===== config.mk =====
export PLATFORM = sky130hd
export DESIGN_NAME = mem_bus_arbiter
export DESIGN_NICKNAME = d
export VERILOG_FILES = /design/src/rtl/mem_bus_arbiter_pkg.sv /design/src/rtl/mem_byte_assembler.sv /design/src/rtl/mem_bus_arbiter.sv
export SDC_FILE = /design/constraint.sdc
export NUM_CORES = 1
export LEC_CHECK = 0
export ABC_CLOCK_PERIOD_IN_PS = 4300
export BUFFER_PORTS_ARGS = -buffer_cell sky130_fd_sc_hd__buf_2
export CORE_MARGIN = 3
export CORE_UTILIZATION = 45
export DETAILED_ROUTE_END_ITERATION = 8
export HOLD_SLACK_MARGIN = 0.03
export PLACE_DENSITY = 0.7
export SLEW_MARGIN = 15
export SYNTH_ARGS = -nofsm -noshare
export SYNTH_HDL_FRONTEND = slang
export SYNTH_HIERARCHICAL = 1
export SYNTH_SLANG_ARGS = --single-unit

===== constraint.sdc =====
create_clock -name clk_in -period 4.3 [get_ports clk_in]
set_input_delay 0.215 -clock clk_in [delete_from_list [all_inputs] [get_ports clk_in]]
set_output_delay 0.215 -clock clk_in [all_outputs]
set_load 0.02 [all_outputs]

===== src/rtl/mem_bus_arbiter_pkg.sv =====
`default_nettype none
// +------------------------------------------------------------------+
// | mem_bus_arbiter_pkg                                              |
// | Shared widths, IO window select and FSM encoding for the bus     |
// | arbiter and its byte assembler.                                  |
// | Revision: 1.0                                                    |
// +------------------------------------------------------------------+
package mem_bus_arbiter_pkg;

   localparam int         c_INST_ADDR_W = 32;
   localparam int         c_REG_W       = 32;
   localparam logic [1:0] c_IO_SEL      = 2'b11;

   typedef enum logic [2:0] {
      ST_IDLE    = 3'd0,
      ST_IF_RD   = 3'd1,
      ST_D_RD    = 3'd2,
      ST_D_WR    = 3'd3,
      ST_IO_WAIT = 3'd4
   } state_t;

   // Anything other than a 1- or 2-byte access is handled as a word.
   function automatic logic [2:0] norm_len(input logic [2:0] len);
      case (len)
         3'd1:    norm_len = 3'd1;
         3'd2:    norm_len = 3'd2;
         default: norm_len = 3'd4;
      endcase
   endfunction

endpackage
`default_nettype wire


===== src/rtl/mem_byte_assembler.sv =====
`default_nettype none
// +------------------------------------------------------------------+
// | mem_byte_assembler                                               |
// | 32-bit word register: byte-lane insert for reads, byte extract   |
// | for writes.                                                      |
// | Revision: 1.0                                                    |
// +------------------------------------------------------------------+
module mem_byte_assembler
   import mem_bus_arbiter_pkg::*;
(
   input  logic               clk_in,
   input  logic               rst_in,
   input  logic               load,
   input  logic [c_REG_W-1:0] load_word,
   input  logic               cap_en,
   input  logic [1:0]         cap_lane,
   input  logic [7:0]         cap_byte,
   input  logic [1:0]         rd_lane,
   output logic [c_REG_W-1:0] asm_word,
   output logic [7:0]         rd_byte
);

   logic [c_REG_W-1:0] r_word;
   logic [c_REG_W-1:0] w_word;

   // asm_word already includes this cycle's capture so the final byte
   // can be committed to the output register on the same edge.
   always_comb begin
      w_word = r_word;
      if (cap_en) begin
         w_word[{cap_lane, 3'b000} +: 8] = cap_byte;
      end
   end

   always_ff @(posedge clk_in or negedge rst_in) begin
      if (!rst_in) begin
         r_word <= '0;
      end else if (load) begin
         r_word <= load_word;
      end else begin
         r_word <= w_word;
      end
   end

   assign asm_word = w_word;
   assign rd_byte  = r_word[{rd_lane, 3'b000} +: 8];

endmodule
`default_nettype wire


===== src/rtl/mem_bus_arbiter.sv =====
`default_nettype none
// +------------------------------------------------------------------+
// | mem_bus_arbiter                                                  |
// | Shares the byte-wide memory/IO bus between instruction fetch and |
// | the MEM stage, serialising accesses into byte beats.             |
// | Revision: 1.0                                                    |
// +------------------------------------------------------------------+
module mem_bus_arbiter
   import mem_bus_arbiter_pkg::*;
#(
   parameter int         ADDR_W = c_INST_ADDR_W,
   parameter logic [1:0] IO_SEL = c_IO_SEL
) (
   input  logic               clk_in,
   input  logic               rst_in,
   input  logic               rdy_in,
   input  logic               if_req_in,
   input  logic [ADDR_W-1:0]  if_addr_in,
   input  logic               if_cancel_in,
   output logic               if_done_out,
   output logic [c_REG_W-1:0] if_data_out,
   input  logic               d_req_in,
   input  logic               d_we_in,
   input  logic [2:0]         d_len_in,
   input  logic [ADDR_W-1:0]  d_addr_in,
   input  logic [c_REG_W-1:0] d_wdata_in,
   output logic               d_done_out,
   output logic [c_REG_W-1:0] d_rdata_out,
   input  logic               io_buffer_full,
   input  logic [7:0]         mem_din,
   output logic [7:0]         mem_dout,
   output logic [ADDR_W-1:0]  mem_a,
   output logic               mem_wr
);

   state_t              r_state, w_next_state;
   logic [2:0]          r_count, r_len;
   logic [ADDR_W-1:0]   r_addr;
   logic                r_last_data;
   logic                r_rd_pend;
   logic [1:0]          r_pend_lane;

   logic [ADDR_W-1:0]   w_beat_addr, w_mem_a;
   logic                w_last, w_if_ok, w_d_ok, w_io_hold;
   logic                w_grant_if, w_grant_d, w_rd_beat, w_wr_beat, w_advance;
   logic                w_done_if, w_done_d;
   logic [c_REG_W-1:0]  w_asm_word;
   logic [7:0]          w_wr_byte;

   assign w_beat_addr = r_addr + {{(ADDR_W-3){1'b0}}, r_count};
   assign w_last      = (r_count + 3'd1) == r_len;
   assign w_if_ok     = if_req_in && !if_done_out;
   assign w_d_ok      = d_req_in && !d_done_out;
   assign w_io_hold   = (w_beat_addr[17:16] == IO_SEL) && io_buffer_full;

   always_comb begin
      w_next_state = r_state;
      w_grant_if   = 1'b0;
      w_grant_d    = 1'b0;
      w_rd_beat    = 1'b0;
      w_wr_beat    = 1'b0;
      w_advance    = 1'b0;
      w_done_if    = 1'b0;
      w_done_d     = 1'b0;
      w_mem_a      = '0;
      case (r_state)
         ST_IDLE: begin
            if (rdy_in) begin
               if (w_if_ok && (!w_d_ok || r_last_data)) begin
                  w_grant_if   = 1'b1;
                  w_next_state = ST_IF_RD;
               end else if (w_d_ok) begin
                  w_grant_d    = 1'b1;
                  w_next_state = d_we_in ? ST_D_WR : ST_D_RD;
               end
            end
         end
         ST_IF_RD, ST_D_RD: begin
            if (r_count != r_len) begin
               w_mem_a = w_beat_addr;
            end
            // A flush is honoured even while paused so a stale fetch never completes.
            if (r_state == ST_IF_RD && if_cancel_in) begin
               w_next_state = ST_IDLE;
            end else if (rdy_in) begin
               if (r_count != r_len) begin
                  w_rd_beat = 1'b1;
                  w_advance = 1'b1;
               end else begin
                  w_next_state = ST_IDLE;
                  w_done_if    = (r_state == ST_IF_RD);
                  w_done_d     = (r_state == ST_D_RD);
               end
            end
         end
         ST_D_WR: begin
            w_mem_a = w_beat_addr;
            if (rdy_in) begin
               if (w_io_hold) begin
                  w_next_state = ST_IO_WAIT;
               end else begin
                  w_wr_beat = 1'b1;
               end
            end
         end
         ST_IO_WAIT: begin
            w_mem_a   = w_beat_addr;
            w_wr_beat = rdy_in && !io_buffer_full;
         end
         default: w_next_state = ST_IDLE;
      endcase

      if (w_wr_beat) begin
         w_advance = 1'b1;
         if (w_last) begin
            w_next_state = ST_IDLE;
            w_done_d     = 1'b1;
         end else begin
            w_next_state = ST_D_WR;
         end
      end
   end

   always_ff @(posedge clk_in or negedge rst_in) begin
      if (!rst_in) begin
         r_state     <= ST_IDLE;
         r_count     <= 3'd0;
         r_len       <= 3'd0;
         r_addr      <= '0;
         r_last_data <= 1'b0;
         r_rd_pend   <= 1'b0;
         r_pend_lane <= 2'd0;
         if_done_out <= 1'b0;
         d_done_out  <= 1'b0;
         if_data_out <= '0;
         d_rdata_out <= '0;
      end else begin
         r_state     <= w_next_state;
         r_rd_pend   <= w_rd_beat;
         r_pend_lane <= r_count[1:0];
         if_done_out <= w_done_if;
         d_done_out  <= w_done_d;
         if (w_grant_if || w_grant_d) begin
            r_count     <= 3'd0;
            r_addr      <= w_grant_if ? if_addr_in : d_addr_in;
            r_len       <= w_grant_if ? 3'd4 : norm_len(d_len_in);
            r_last_data <= w_grant_d;
         end else if (w_advance) begin
            r_count <= r_count + 3'd1;
         end
         if (w_done_if) begin
            if_data_out <= w_asm_word;
         end
         if (w_done_d && r_state == ST_D_RD) begin
            d_rdata_out <= w_asm_word;
         end
      end
   end

   // Reads start from zero so short loads come out zero-extended.
   mem_byte_assembler u_asm (
      .clk_in    (clk_in),
      .rst_in    (rst_in),
      .load      (w_grant_if || w_grant_d),
      .load_word ((w_grant_d && d_we_in) ? d_wdata_in : '0),
      .cap_en    (r_rd_pend),
      .cap_lane  (r_pend_lane),
      .cap_byte  (mem_din),
      .rd_lane   (r_count[1:0]),
      .asm_word  (w_asm_word),
      .rd_byte   (w_wr_byte)
   );

   assign mem_a    = w_mem_a;
   assign mem_wr   = w_wr_beat;
   assign mem_dout = (r_state == ST_D_WR || r_state == ST_IO_WAIT) ? w_wr_byte : 8'h00;

endmodule
`default_nettype wire


* After elaboration in Yosys (flattened, before gate mapping)
Cells that the tools add are included.
Storage, ports and cells: register bits 143, input bits 115, logic and storage cells 103
Cells by class: $add $sub $neg 3, eq/ne operators 16, shift-type cells 3, mux-type cells 49, reductions and logical operators 20
Operator list (count):
- 32-bit two-way mux | 5
- 32-bit one-hot mux with 2 select lines | 1
- 3-bit two-way mux | 12
- 32-bit by 3-bit adder with 32-bit output | 1
- 32-bit bitwise mux | 1
- 8-bit by 7-bit variable shift with 32-bit output, first input constant | 1
- 32-bit by 6-bit indexed part select with 8-bit output | 1
- 8-bit by 7-bit indexed part select with 32-bit output | 1
- 1-bit two-way mux | 25
- 4-bit inequality test, second input constant | 3
- 3-bit one-hot mux with 4 select lines | 1
- 3-bit by 2-bit == test with 1-bit output, second input constant | 3
- 3-bit inequality test, second input constant | 3
- 1-bit logical AND | 8
- 8-bit two-way mux | 1
- 5-bit negation with 7-bit output | 1
- 7-bit AND reduction | 1
- 3-bit by 1-bit == test with 1-bit output, second input constant | 2
- 3-bit one-hot mux with 2 select lines | 1
- 1-bit zero test | 4
- 2-bit OR reduction | 2
- 3-bit by 1-bit adder with 3-bit output, second input constant | 1
- 3-bit == test | 1
- 3-bit == test, second input constant | 1
- other kinds (8) | 10

* Longest topological paths before layout
Gate-level depths: netlist of run 1.
word-level depth 11, mapped depth 9, depth with buffers taken out 9

* By module
The synthesis of run 1 kept the hierarchy.
By module, submodules not included:
- mem_bus_arbiter | instances 1, cells an instance 611, area an instance 5813.1 um^2, seq. area each 2777.7 um^2
- mem_byte_assembler | instances 1, cells an instance 168, area an instance 2219.6 um^2, seq. area each 800.8 um^2

* Worst setup path after synthesis of run 1
Ideal clock, no wire load.
path kind flip-flop to flip-flop, start register r_count[0], end register r_state[1], setup time 124 ps, arrival 2505 ps, path slack 1671 ps, cell stages (with the launch flop) 10, buffers on the path 0, period minus slack after synthesis 2629 ps, cells stage by stage dfrtp_1 -> ha_1 -> fa_1 -> a21o_1 -> and4_1 -> a21boi_0 -> o2bb2ai_2 -> a31o_4 -> nor2b_4 -> a211o_1
On the way: longest elaborated chain between the ends 8
Ends and longest elaborated chain:
- start: declaration | RTL line mem_bus_arbiter.sv:37 | logic [2:0] r_count, r_len;
- start signal: assignment | RTL line mem_bus_arbiter.sv:149 | r_count <= r_count + 3'd1;
- 32-bit by 3-bit adder with 32-bit output * | RTL line mem_bus_arbiter.sv:50 | assign w_beat_addr = r_addr + {{(ADDR_W-3){1'b0}}, r_count};
- 2-bit == test * | RTL line mem_bus_arbiter.sv:54 | assign w_io_hold = (w_beat_addr[17:16] == IO_SEL) && io_buffer_full;
- 1-bit logical AND * | RTL line mem_bus_arbiter.sv:54
- 1-bit two-way mux * | RTL line mem_bus_arbiter.sv:99 | if (w_io_hold) begin
- 1-bit two-way mux * | RTL line mem_bus_arbiter.sv:98 | if (rdy_in) begin
- 1-bit one-hot mux with 2 select lines * | RTL line mem_bus_arbiter.sv:66 | case (r_state)
- via mem_wr | RTL line mem_bus_arbiter.sv:33 | output logic mem_wr
- 4-bit inequality test (no line), or another cell as far along
- 7-bit AND reduction (no line)
- end signal: assignment | RTL line mem_bus_arbiter.sv:138 | r_state <= w_next_state;
- end: declaration | RTL line mem_bus_arbiter.sv:36 | state_t r_state, w_next_state;
Mark *: on every way through the listed nets, which the timed path passes. The rest lies on a longest branch. A chain may end at the register's enable or synchronous reset.

* Worst setup path in the final report of run 1
start register r_count[0], end output port mem_a[29]
On the way: longest elaborated chain between the ends 3
Ends and longest elaborated chain:
- 32-bit by 3-bit adder with 32-bit output / 3-bit inequality test (equally long branches) | RTL line mem_bus_arbiter.sv:50, mem_bus_arbiter.sv:79
- 32-bit two-way mux | RTL line mem_bus_arbiter.sv:79 | if (r_count != r_len) begin
- 32-bit one-hot mux with 2 select lines * | RTL line mem_bus_arbiter.sv:66
- end: declaration | RTL line mem_bus_arbiter.sv:32 | output logic [ADDR_W-1:0] mem_a,
Mark *: on every way between the ends. The rest lies on a longest branch, timed or not.

==> results.md, run 1 <==
* NumNets Final at 1,135
* Final core occ at 0.5878
* Max clock buf depth at 2
* Synth unique cells at 64
* Grt ovf at 0
* First-pass GRT wire length at 36.65 mm
* Leading cell types in the layout, fill and taps excluded: buf_2, nand2_1, dfrtp_1
* Clk_lat worst skew at 0.42 ns
* Commonest non-fill, non-tap cell in the layout: buf_2
* Number of enable flip-flop cells after synthesis at 0
* Final hold vios at 0
* Largest net degree at the start of global routing at 72
* Rel. slew slack at 0.2754
* Layout fillers at 1,494
* Sequential area share after synthesis at 0.4455
* Yosys warning total at 6
* Flop2flop setup slack at 1.21 ns
* CTS sink count at 143
* Sequential Power Share at 0.342
* Worst slew pin tran at 1.086 ns
* Setup TNS at 0 ns
* Share of cells above drive strength 1 at 0.3646
* GRT Util Overall at 0.2348
* Total leakage power at 0.005359 uW
* Fin crit share at 0.7896
* Die area at 19,490 sq um
* Cells after synthesis at 779
* N_diodes at 0
* Net Sw Power at 2430 uW
* Final instance area at 10,200 sq um
* TritonCTS clock tree: done
* Pre-antenna DRT Iters at 5
* Min cycle time layout at 3.395 ns
* H-Tree Depth at 4
* Ys flop type: dfrtp_1
* Synth Cell Area at 8033 sq um
* Pwr per Cell Area at 601.6 nW/um^2
* Layout area overhead at 27.01%
* Routed len/inst at 18.07 um
* Die Y at 139.6 um
* WL final at 22.55 mm
* Initial DRC count at 348
* CP max FO at 14
* Worst VDD drop at 0.4012 mV
* Ys async rst share at 1.000
* Avg Inst Size Synth at 10.31 sq um
* Placed cell area at 9228 sq um
* Clk slew on worst S/H paths at 0.06 ns
* Placeable Area at 17,360 sq um
* Critical Path AT at 3.18 ns
* Vias at 6,825
* Post-route DRC at 0
* Max Slew Vio Count at 0
* Int Power at 3708 uW
* Endpoints failing setup at 0
* Top Ports at 222
* Initial antenna violation count at 1
* Initial Utilization at 0.4628
* CTS Buf Count at 17
* Vias in the first global route at 6,908
* Crit. End Element: primary output
* Port Buffers at 221
* Via density at 5.469
* Combinational fraction of design power at 0.395
* DP HPWL at 16.17 mm
* Final Skew at 0.01056 ns
* Final Non-Filler Cells at 1,248
* Kind of critical path: reg -> out
* Cell row count at 48
* Clock share of power at 0.262
* Fmax at 294.5 MHz
* RSZ-0062 raised after global routing: false
* Post-synth net total at 904
* Max cap viols at 0
* Die X at 139.6 um
* Sw Share at 0.3959
* Worst min path class: in -> reg
* Critical Path Start Type: register
* Register bit total from synthesis at 143
* Placed Cells at 1,183
* Detail Route Antenna Nets at 0
* Required @ worst endpoint at 4.09 ns
* Placer Congestion at 0.8677
* Status: completed
* Root Buffer: clkbuf_16
worst max-delay path: stages, from the launching register on:
cell and delay, ns:
dfrtp_1 0.78, ha_1 0.30, a21oi_1 0.10, o2bb2ai_1 0.45, and3_2 0.32, nand2b_1 0.13, or3_1 0.32, a21oi_1 0.17
buf_2 0.19
area by class of cell:
cell class	count	area (sq um)	share of cell area
Clock inverter	14	215.2	0.02109
Tap cell	225	281.5	0.02759
Multi-Input combinational cell	577	4161	0.4079
Clock buffer	18	429.2	0.04207
Inverter	9	33.78	0.003311
Timing Repair Buffer	262	1503	0.1473
Sequential cell	143	3578	0.3507
state kept, by name, indices dropped and copies added, names as in the netlist:
register,cells
if_data_out,32
r_rd_pend,1
r_state,3
d_done_out,1
r_pend_lane,2
r_len,3
d_rdata_out,32
r_addr,32
if_done_out,1
u_asm/r_word,32
r_count,3
r_last_data,1
final timing paths:
kind,startpoint,end,cells after the start
max in group asynchronous,rst_in,if_data_out[18],3
min in group asynchronous,rst_in,if_data_out[3],2
hold reg to reg,if_data_out[20],if_data_out[20],2
setup reg to reg,r_count[0],r_state[0],9
setup / recovery,r_count[0],mem_a[29],8
hold / removal,d_addr_in[1],r_addr[1],3
per-layer routing:
layer  routed length, um  global-route usage  share of wire
met3                1582             0.05876          0.070
met4                 381             0.06476          0.017
met1                9537              0.3070           0.42
met5                  20                   0        0.00089
met2               11030              0.3913           0.49
power groups by stage:
stage | sequential (uW) | clock [uW] | combinational [uW]
6_report | 2100 | 1610 | 2430
5_1_grt | 2160 | 1700 | 2650
4_1_cts | 2090 | 1640 | 2430
3_5_place_dp | 2120 | 0 | 2390
3_3_place_gp | 2110 | 0 | 2360
2_1_floorplan | 2040 | 0 | 1770
kinds of logic after synthesis:
group | count (synthesis) | share of synthesized area
xor gates and xnor gates | 32 | 0.03489
and+or+nand+nor | 335 | 0.2118
buffers and inverters | 59 | 0.03707
AOI/OAI and AO/OA | 93 | 0.09845
muxes | 107 | 0.1558
adders and majority gates | 10 | 0.01651
DFF | 143 | 0.4455
synthesized netlist by cell type (2+ instances only):
cell type / number / area share
nand2b_1: 3 / 0.0023
nor2b_1: 13 / 0.010
mux2i_1: 35 / 0.044
ha_1: 9 / 0.014
o21ai_0: 38 / 0.024
a21oi_1: 8 / 0.0050
and3_2: 3 / 0.0028
o2bb2ai_1: 15 / 0.016
mux4_2: 8 / 0.022
xor2_1: 20 / 0.022
nand3_1: 18 / 0.011
buf_4: 3 / 0.0028
nor2_2: 2 / 0.0016
clkbuf_8: 2 / 0.0034
mux2_2: 64 / 0.090
and2_1: 4 / 0.0031
or3_1: 2 / 0.0016
nor4b_1: 2 / 0.0022
dfrtp_1: 143 / 0.45
inv_1: 9 / 0.0042
and4_1: 2 / 0.0022
xnor2_1: 12 / 0.013
nand2_4: 2 / 0.0028
nor3_1: 8 / 0.0050
nand4_1: 12 / 0.0093
a21o_1: 2 / 0.0019
buf_1: 8 / 0.0037
o2bb2ai_2: 18 / 0.034
nand3b_1: 18 / 0.017
nor2_1: 43 / 0.020
buf_2: 10 / 0.0062
nand2_1: 151 / 0.071
buf_6: 2 / 0.0028
and3_1: 37 / 0.029
nor3b_1: 2 / 0.0019
clkbuf_1: 23 / 0.011
stage by stage:
step	hold WS, ns	worst slack [ns]	power (uW)
3_5_place_dp	0.2753	1.188	4508
6_report	0.08228	0.9049	6138
5_1_grt	0.09622	0.6906	6515
2_1_floorplan	-0.08059	1.671	3806
4_1_cts	0.06664	0.9043	6167
3_3_place_gp	0.2738	1.282	4470
repair_timing:
item                                    in CTS  in global routing
gates resized for setup                      0                  0
endpoints found under the setup margin       0                  0
hold endpoints to repair                   101                  0
hold buffers                                33                  0
setup buffers                                0                  0
No activity file was read; power rests on OpenSTA's default activity.
==> inputs of run 2 (changes only) <==
--- a/config.mk
+++ b/config.mk
@@ -5,13 +5,13 @@
 export SDC_FILE = /design/constraint.sdc
 export NUM_CORES = 1
 export LEC_CHECK = 0
-export ABC_CLOCK_PERIOD_IN_PS = 4300
+export ABC_CLOCK_PERIOD_IN_PS = 3100
 export BUFFER_PORTS_ARGS = -buffer_cell sky130_fd_sc_hd__buf_2
 export CORE_MARGIN = 3
 export CORE_UTILIZATION = 45
 export DETAILED_ROUTE_END_ITERATION = 8
 export HOLD_SLACK_MARGIN = 0.03
-export PLACE_DENSITY = 0.7
+export PLACE_DENSITY = 0.73
 export SLEW_MARGIN = 15
 export SYNTH_ARGS = -nofsm -noshare
 export SYNTH_HDL_FRONTEND = slang
==> constraint.sdc (replaced) <==
create_clock -name clk_in -period 3.1 [get_ports clk_in]
set_input_delay 0.155 -clock clk_in [delete_from_list [all_inputs] [get_ports clk_in]]
set_output_delay 0.155 -clock clk_in [all_outputs]
set_load 0.02 [all_outputs]
==> results.md, run 2 (synthesis results as in run 1) <==
* WL final at 23.23 mm
* Initial antenna violation count at 2
* Clk slew on worst S/H paths at 0.07 ns
* Kind of critical path: reg -> out
* Commonest non-fill, non-tap cell in the layout: buf_2
* Max Slew Vio Count at 0
* Required @ worst endpoint at 2.94 ns
* Final hold vios at 0
* Max clock buf depth at 2
* Flop2flop setup slack at 0.33 ns
* Fin crit share at 0.9617
* Routed len/inst at 18.15 um
* Placeable Area at 17,360 sq um
* Critical Path Start Type: register
* CTS sink count at 143
* Cell row count at 48
* Slowest cell on crit path: fa_1
* R2R Path End: r_state[0]
* CTS Buf Count at 17
* Die Y at 139.6 um
* Worst slew pin tran at 0.6707 ns
* Critical Path AT at 2.83 ns
* Leading cell types in the layout, fill and taps excluded: buf_2, nand2_1, dfrtp_1
* DP HPWL at 15.90 mm
* Layout area overhead at 29.86%
* Via density at 5.445
* Max cap viols at 0
* Total leakage power at 0.005473 uW
* Final core occ at 0.6010
* Endpoint of the worst hold path: r_addr[19]
* Hold depth at 3
* Root Buffer: clkbuf_16
* CP max FO at 5
* Post_cts resized at 0
* Buf/Inv on CP at 1
* Crit path largest cell delay at 0.41 ns
* Die X at 139.6 um
* Initial DRC count at 391
* Worst Reg-to-Reg Cells at 9
* Pwr per Cell Area at 827.3 nW/um^2
* Pre-antenna DRT Iters at 5
* Min cycle time layout at 2.981 ns
* Worst min path class: in -> reg
* Largest net degree at the start of global routing at 88
* Crit. End Element: primary output
* Final Skew at 0.01115 ns
* Placer Congestion at 0.9270
* Clk_lat worst skew at 0.43 ns
* RSZ-0062 raised after global routing: false
* H-Tree Depth at 4
* GRT Util Overall at 0.2381
* Status: completed
* Detail Route Antenna Nets at 0
* Post-route DRC at 0
* Fmax at 335.4 MHz
* CP cell instances: ha_1 > fa_1 > a21o_1 > and4_1 > a21boi_0 > o2bb2ai_2 > a31o_4 > buf_2
* Endpoints failing setup at 0
* Setup TNS at 0 ns
* Port Buffers at 221
* Vias in the first global route at 7,096
* Worst VDD drop at 0.5392 mV
* Family with the most delay on the worst path: compound AO/OA/AOI/OAI gates
* TritonCTS clock tree: done
* NumNets Final at 1,165
* Worst R2R Start: r_count[0]
* Hold Path Origin: d_addr_in[19]
* First-pass GRT wire length at 37.18 mm
* Grt ovf at 0
* Die area at 19,490 sq um
* Share of cells above drive strength 1 at 0.3628
* Vias at 6,970
* Top Ports at 222
* Rel. slew slack at 0.5529
* Initial Utilization at 0.4628
[run 2: area by class of cell]
cell class / count / area (sq um)
Fill cell: 1469 / 6925
Sequential cell: 143 / 3578
Inverter: 9 / 33.78
Antenna cell: 2 / 5.005
Tap cell: 225 / 281.5
Timing Repair Buffer: 292 / 1795
Clock inverter: 15 / 150.1
Multi-Input combinational cell: 577 / 4161
Clock buffer: 17 / 425.4
[run 2: worst max path at each step]
stage / end / cells past startpoint / slack, ns / startpoint
final: mem_wr / 8 / 0.12 / r_count[0]
after global routing: mem_wr / 8 / 0.01 / r_count[0]
after CTS: mem_wr / 8 / 0.1 / r_count[0]
after detailed placement: r_state[0] / 9 / 0.37 / r_count[0]
after global placement: r_state[0] / 9 / 0.47 / r_count[0]
after floorplan: r_state[1] / 9 / 0.47 / r_count[0]
[run 2: where the power goes]
group,internal [uW],switching [uW]
clock network,1130,897
logic,1620,2110
registers,2330,543
total,5080,3550
[run 2: repair_timing]
item | CTS | global route
hold buffers | 55 | 0
endpoints found under the hold margin | 88 | 0
buffers inserted | 0 | 0
[run 2: stage by stage]
stage | worst slack [ns] | hold slack [ns] | instances | power, uW | cell area, sq um
final | 0.1188 | 0.03085 | 1280 | 8630 | 10430
after global routing | 0.01128 | 0.03762 | 1280 | 9123 | 10430
after CTS | 0.09648 | 0.03036 | 1278 | 8597 | 10430
after detailed placement | 0.3709 | 0.1720 | 1191 | 6271 | 9300
after global placement | 0.4670 | 0.1670 | 1191 | 6221 | 9300
after floorplan | 0.4712 | -0.1406 | 779 | 5280 | 8033
[run 2: tightest hold or removal path, cell delays in order]
cell and delay [ns]:
buf_2 0.08, mux2i_1 0.05, o21ai_0 0.13
[run 2: per-layer routing]
layer  vias up  wire [um]  track usage
met4         0        681      0.08975
met5         -          0            0
met3        50       1906      0.06529
li1       3245          -            -
met1      3362       9497       0.3008
met2       313      11140       0.3926
==> inputs of run 3 (changes only) <==
--- a/config.mk
+++ b/config.mk
@@ -11,9 +11,8 @@
 export CORE_UTILIZATION = 45
 export DETAILED_ROUTE_END_ITERATION = 8
 export HOLD_SLACK_MARGIN = 0.03
-export PLACE_DENSITY = 0.73
+export PLACE_DENSITY = 0.74
 export SLEW_MARGIN = 15
 export SYNTH_ARGS = -nofsm -noshare
 export SYNTH_HDL_FRONTEND = slang
-export SYNTH_HIERARCHICAL = 1
 export SYNTH_SLANG_ARGS = --single-unit
==> results.md, run 3 <==
* CP cell instances: ha_1 > fa_1 > a21o_1 > nand2_1 > o21a_1 > nor3_2 > o31ai_2 > inv_2 > buf_2
* Worst VDD drop at 0.6763 mV
* DP HPWL at 15.12 mm
* Slowest cell on crit path: fa_1
* Final Non-Filler Cells at 1,263
* First-pass GRT wire length at 35.62 mm
* Initial DRC count at 457
* Yosys warning total at 0
* Min setup slack post-route at 0.2390 ns
* Pwr per Cell Area at 993.7 nW/um^2
* Setup Buffers After CTS at 0
* Placeable Area at 15,430 sq um
* Cell row count at 45
* Sequential area share after synthesis at 0.4956
* Fin crit share at 0.9229
* Origin of the worst setup path: r_addr[0]
* Post-synth net total at 874
* Via density at 5.424
* Worst Setup EP: mem_wr
* Final Skew at 0.009137 ns
* Leading area contributor after synthesis: dfrtp_1
* Placer Congestion at 0.9589
* Post-route DRC at 0
* Top cells by area, synth: dfrtp_1, o21ai_0, nand2_1, mux2i_1, a22oi_1
* Synth top area share at 0.4956
* Ys async rst share at 1.000
* Kind of critical path: reg -> out
* Max clock buf depth at 2
* Cells after synthesis at 749
* RSZ-0062 raised after global routing: false
* Synth Cell Area at 7221 sq um
* Synth unique cells at 67
* Hold depth at 3
* Clk slew on worst S/H paths at 0.06 ns
* Worst Reg-to-Reg Cells at 6
* GRT Util Overall at 0.2528
* Commonest cells in the netlist: nand2_1, dfrtp_1, o21ai_0
* Fmax at 349.5 MHz
* Initial Utilization at 0.4680
* Critical Path Start Type: register
* CTS sink count at 143
* Die X at 132.7 um
* H-Tree Depth at 4
* Number of enable flip-flop cells after synthesis at 0
* TritonCTS clock tree: done
* Worst slew pin tran at 0.7957 ns
* Post_cts resized at 0
* Avg Inst Size Synth at 9.640 sq um
* Total leakage power at 0.004656 uW
* R2R Path End: r_addr[24]
* Detail Route Antenna Nets at 0
* Clk_lat worst skew at 0.42 ns
* Setup TNS at 0 ns
* Root Buffer: clkbuf_16
* Min cycle time layout at 2.861 ns
* Grt ovf at 0
* Max Slew Vio Count at 0
* Share of cells above drive strength 1 at 0.2895
* Required @ worst endpoint at 2.94 ns
* Vias at 6,850
* Ys flop type: dfrtp_1
* Layout area overhead at 37.13%
* Leading cell types in the layout, fill and taps excluded: buf_2, nand2_1, dfrtp_1
* Largest net degree at the start of global routing at 87
* Top Ports at 222
* Cell with the most instances after synthesis: nand2_1
* Max cap viols at 0
* Vias in the first global route at 6,799
* Worst R2R Start: r_state[2]
* Flop2flop setup slack at 0.26 ns
* Pre-antenna DRT Iters at 7
* Worst min path class: in -> reg
* Die Y at 132.7 um
* Crit. End Element: primary output
* Rel. slew slack at 0.4695
* Register bit total from synthesis at 143
* Port Buffers at 221
* WL final at 21.98 mm
* Crit path largest cell delay at 0.41 ns
* Critical Path AT at 2.71 ns
* Post-Place Setup Slack at 0.6741 ns
* Placed Cells at 1,153
* NumNets Final at 1,162
* CTS Buf Count at 17
* Initial antenna violation count at 2
* Final hold vios at 0
* CP max FO at 6
* Endpoints failing setup at 0
* Routed len/inst at 17.41 um
* Commonest non-fill, non-tap cell in the layout: buf_2
* Die area at 17,600 sq um
* Status: completed
-- run 3: worst max-delay path, delay by kind of cell, from the launching register on --
kind            cells  cell delay, ns
compound gates      3            0.74
fa+ha+maj           2            0.63
buf+inv             2            0.27
flops               1            0.40
simple gates        2            0.23
-- run 3: cell families after synthesis --
kind of cell / after synthesis / share of synthesized area
AND/OR/NAND/NOR: 265 / 0.1788
XOR/XNOR: 29 / 0.03518
multiplexers: 43 / 0.07347
flip-flops: 143 / 0.4956
buffers and inverters: 59 / 0.03621
AO/OA/AOI/OAI: 199 / 0.1610
adder cells (fa/ha/maj): 11 / 0.01975
-- run 3: routing by layer --
metal	share of wire	vias to the layer above	global-route usage
met5	0	-	0
met4	0.042	0	0.1236
met3	0.066	64	0.05247
met2	0.47	298	0.3979
met1	0.42	3294	0.3346
li1	-	3194	-
-- run 3: what timing repair did --
action	CTS	global route
endpoints found under the setup margin	0	0
hold buffers	76	0
hold endpoints to repair	149	0
-- run 3: final cells by class --
class	count	area (sq um)
timing repair buffer	311	1991
inverter	17	63.81
fill	1279	5525
clock inverter	13	161.4
sequential	143	3578
tap	211	264.0
multi-input combinational	547	3396
clock buffer	19	442.9
antenna	2	5.005
-- run 3: report_power, final --
group	internal, uW	switching, uW
clock network	1290	810
registers	2660	683
logic	1740	2670
total	5680	4160
-- run 3: worst min-delay path by stage --
stage,from,to
final,d_addr_in[23],r_addr[23]
after global routing,d_addr_in[2],r_addr[2]
after CTS,d_addr_in[6],r_addr[6]
after detailed placement,rst_in,d_rdata_out[23]
after global placement,rst_in,d_rdata_out[23]
after floorplan,rst_in,d_done_out
-- run 3: through the flow --
step                area (sq um)  power [uW]  utilization  hold WS [ns]
finish                      9902        9840       0.6418       0.03791
floorplan                   7221        6052            -       -0.1406
CTS                         9897        9840       0.6415       0.03156
global route                9902       10460       0.6418       0.03910
detailed placement          8532        7518       0.5530        0.2698
global placement            8532        7395       0.5530        0.2709
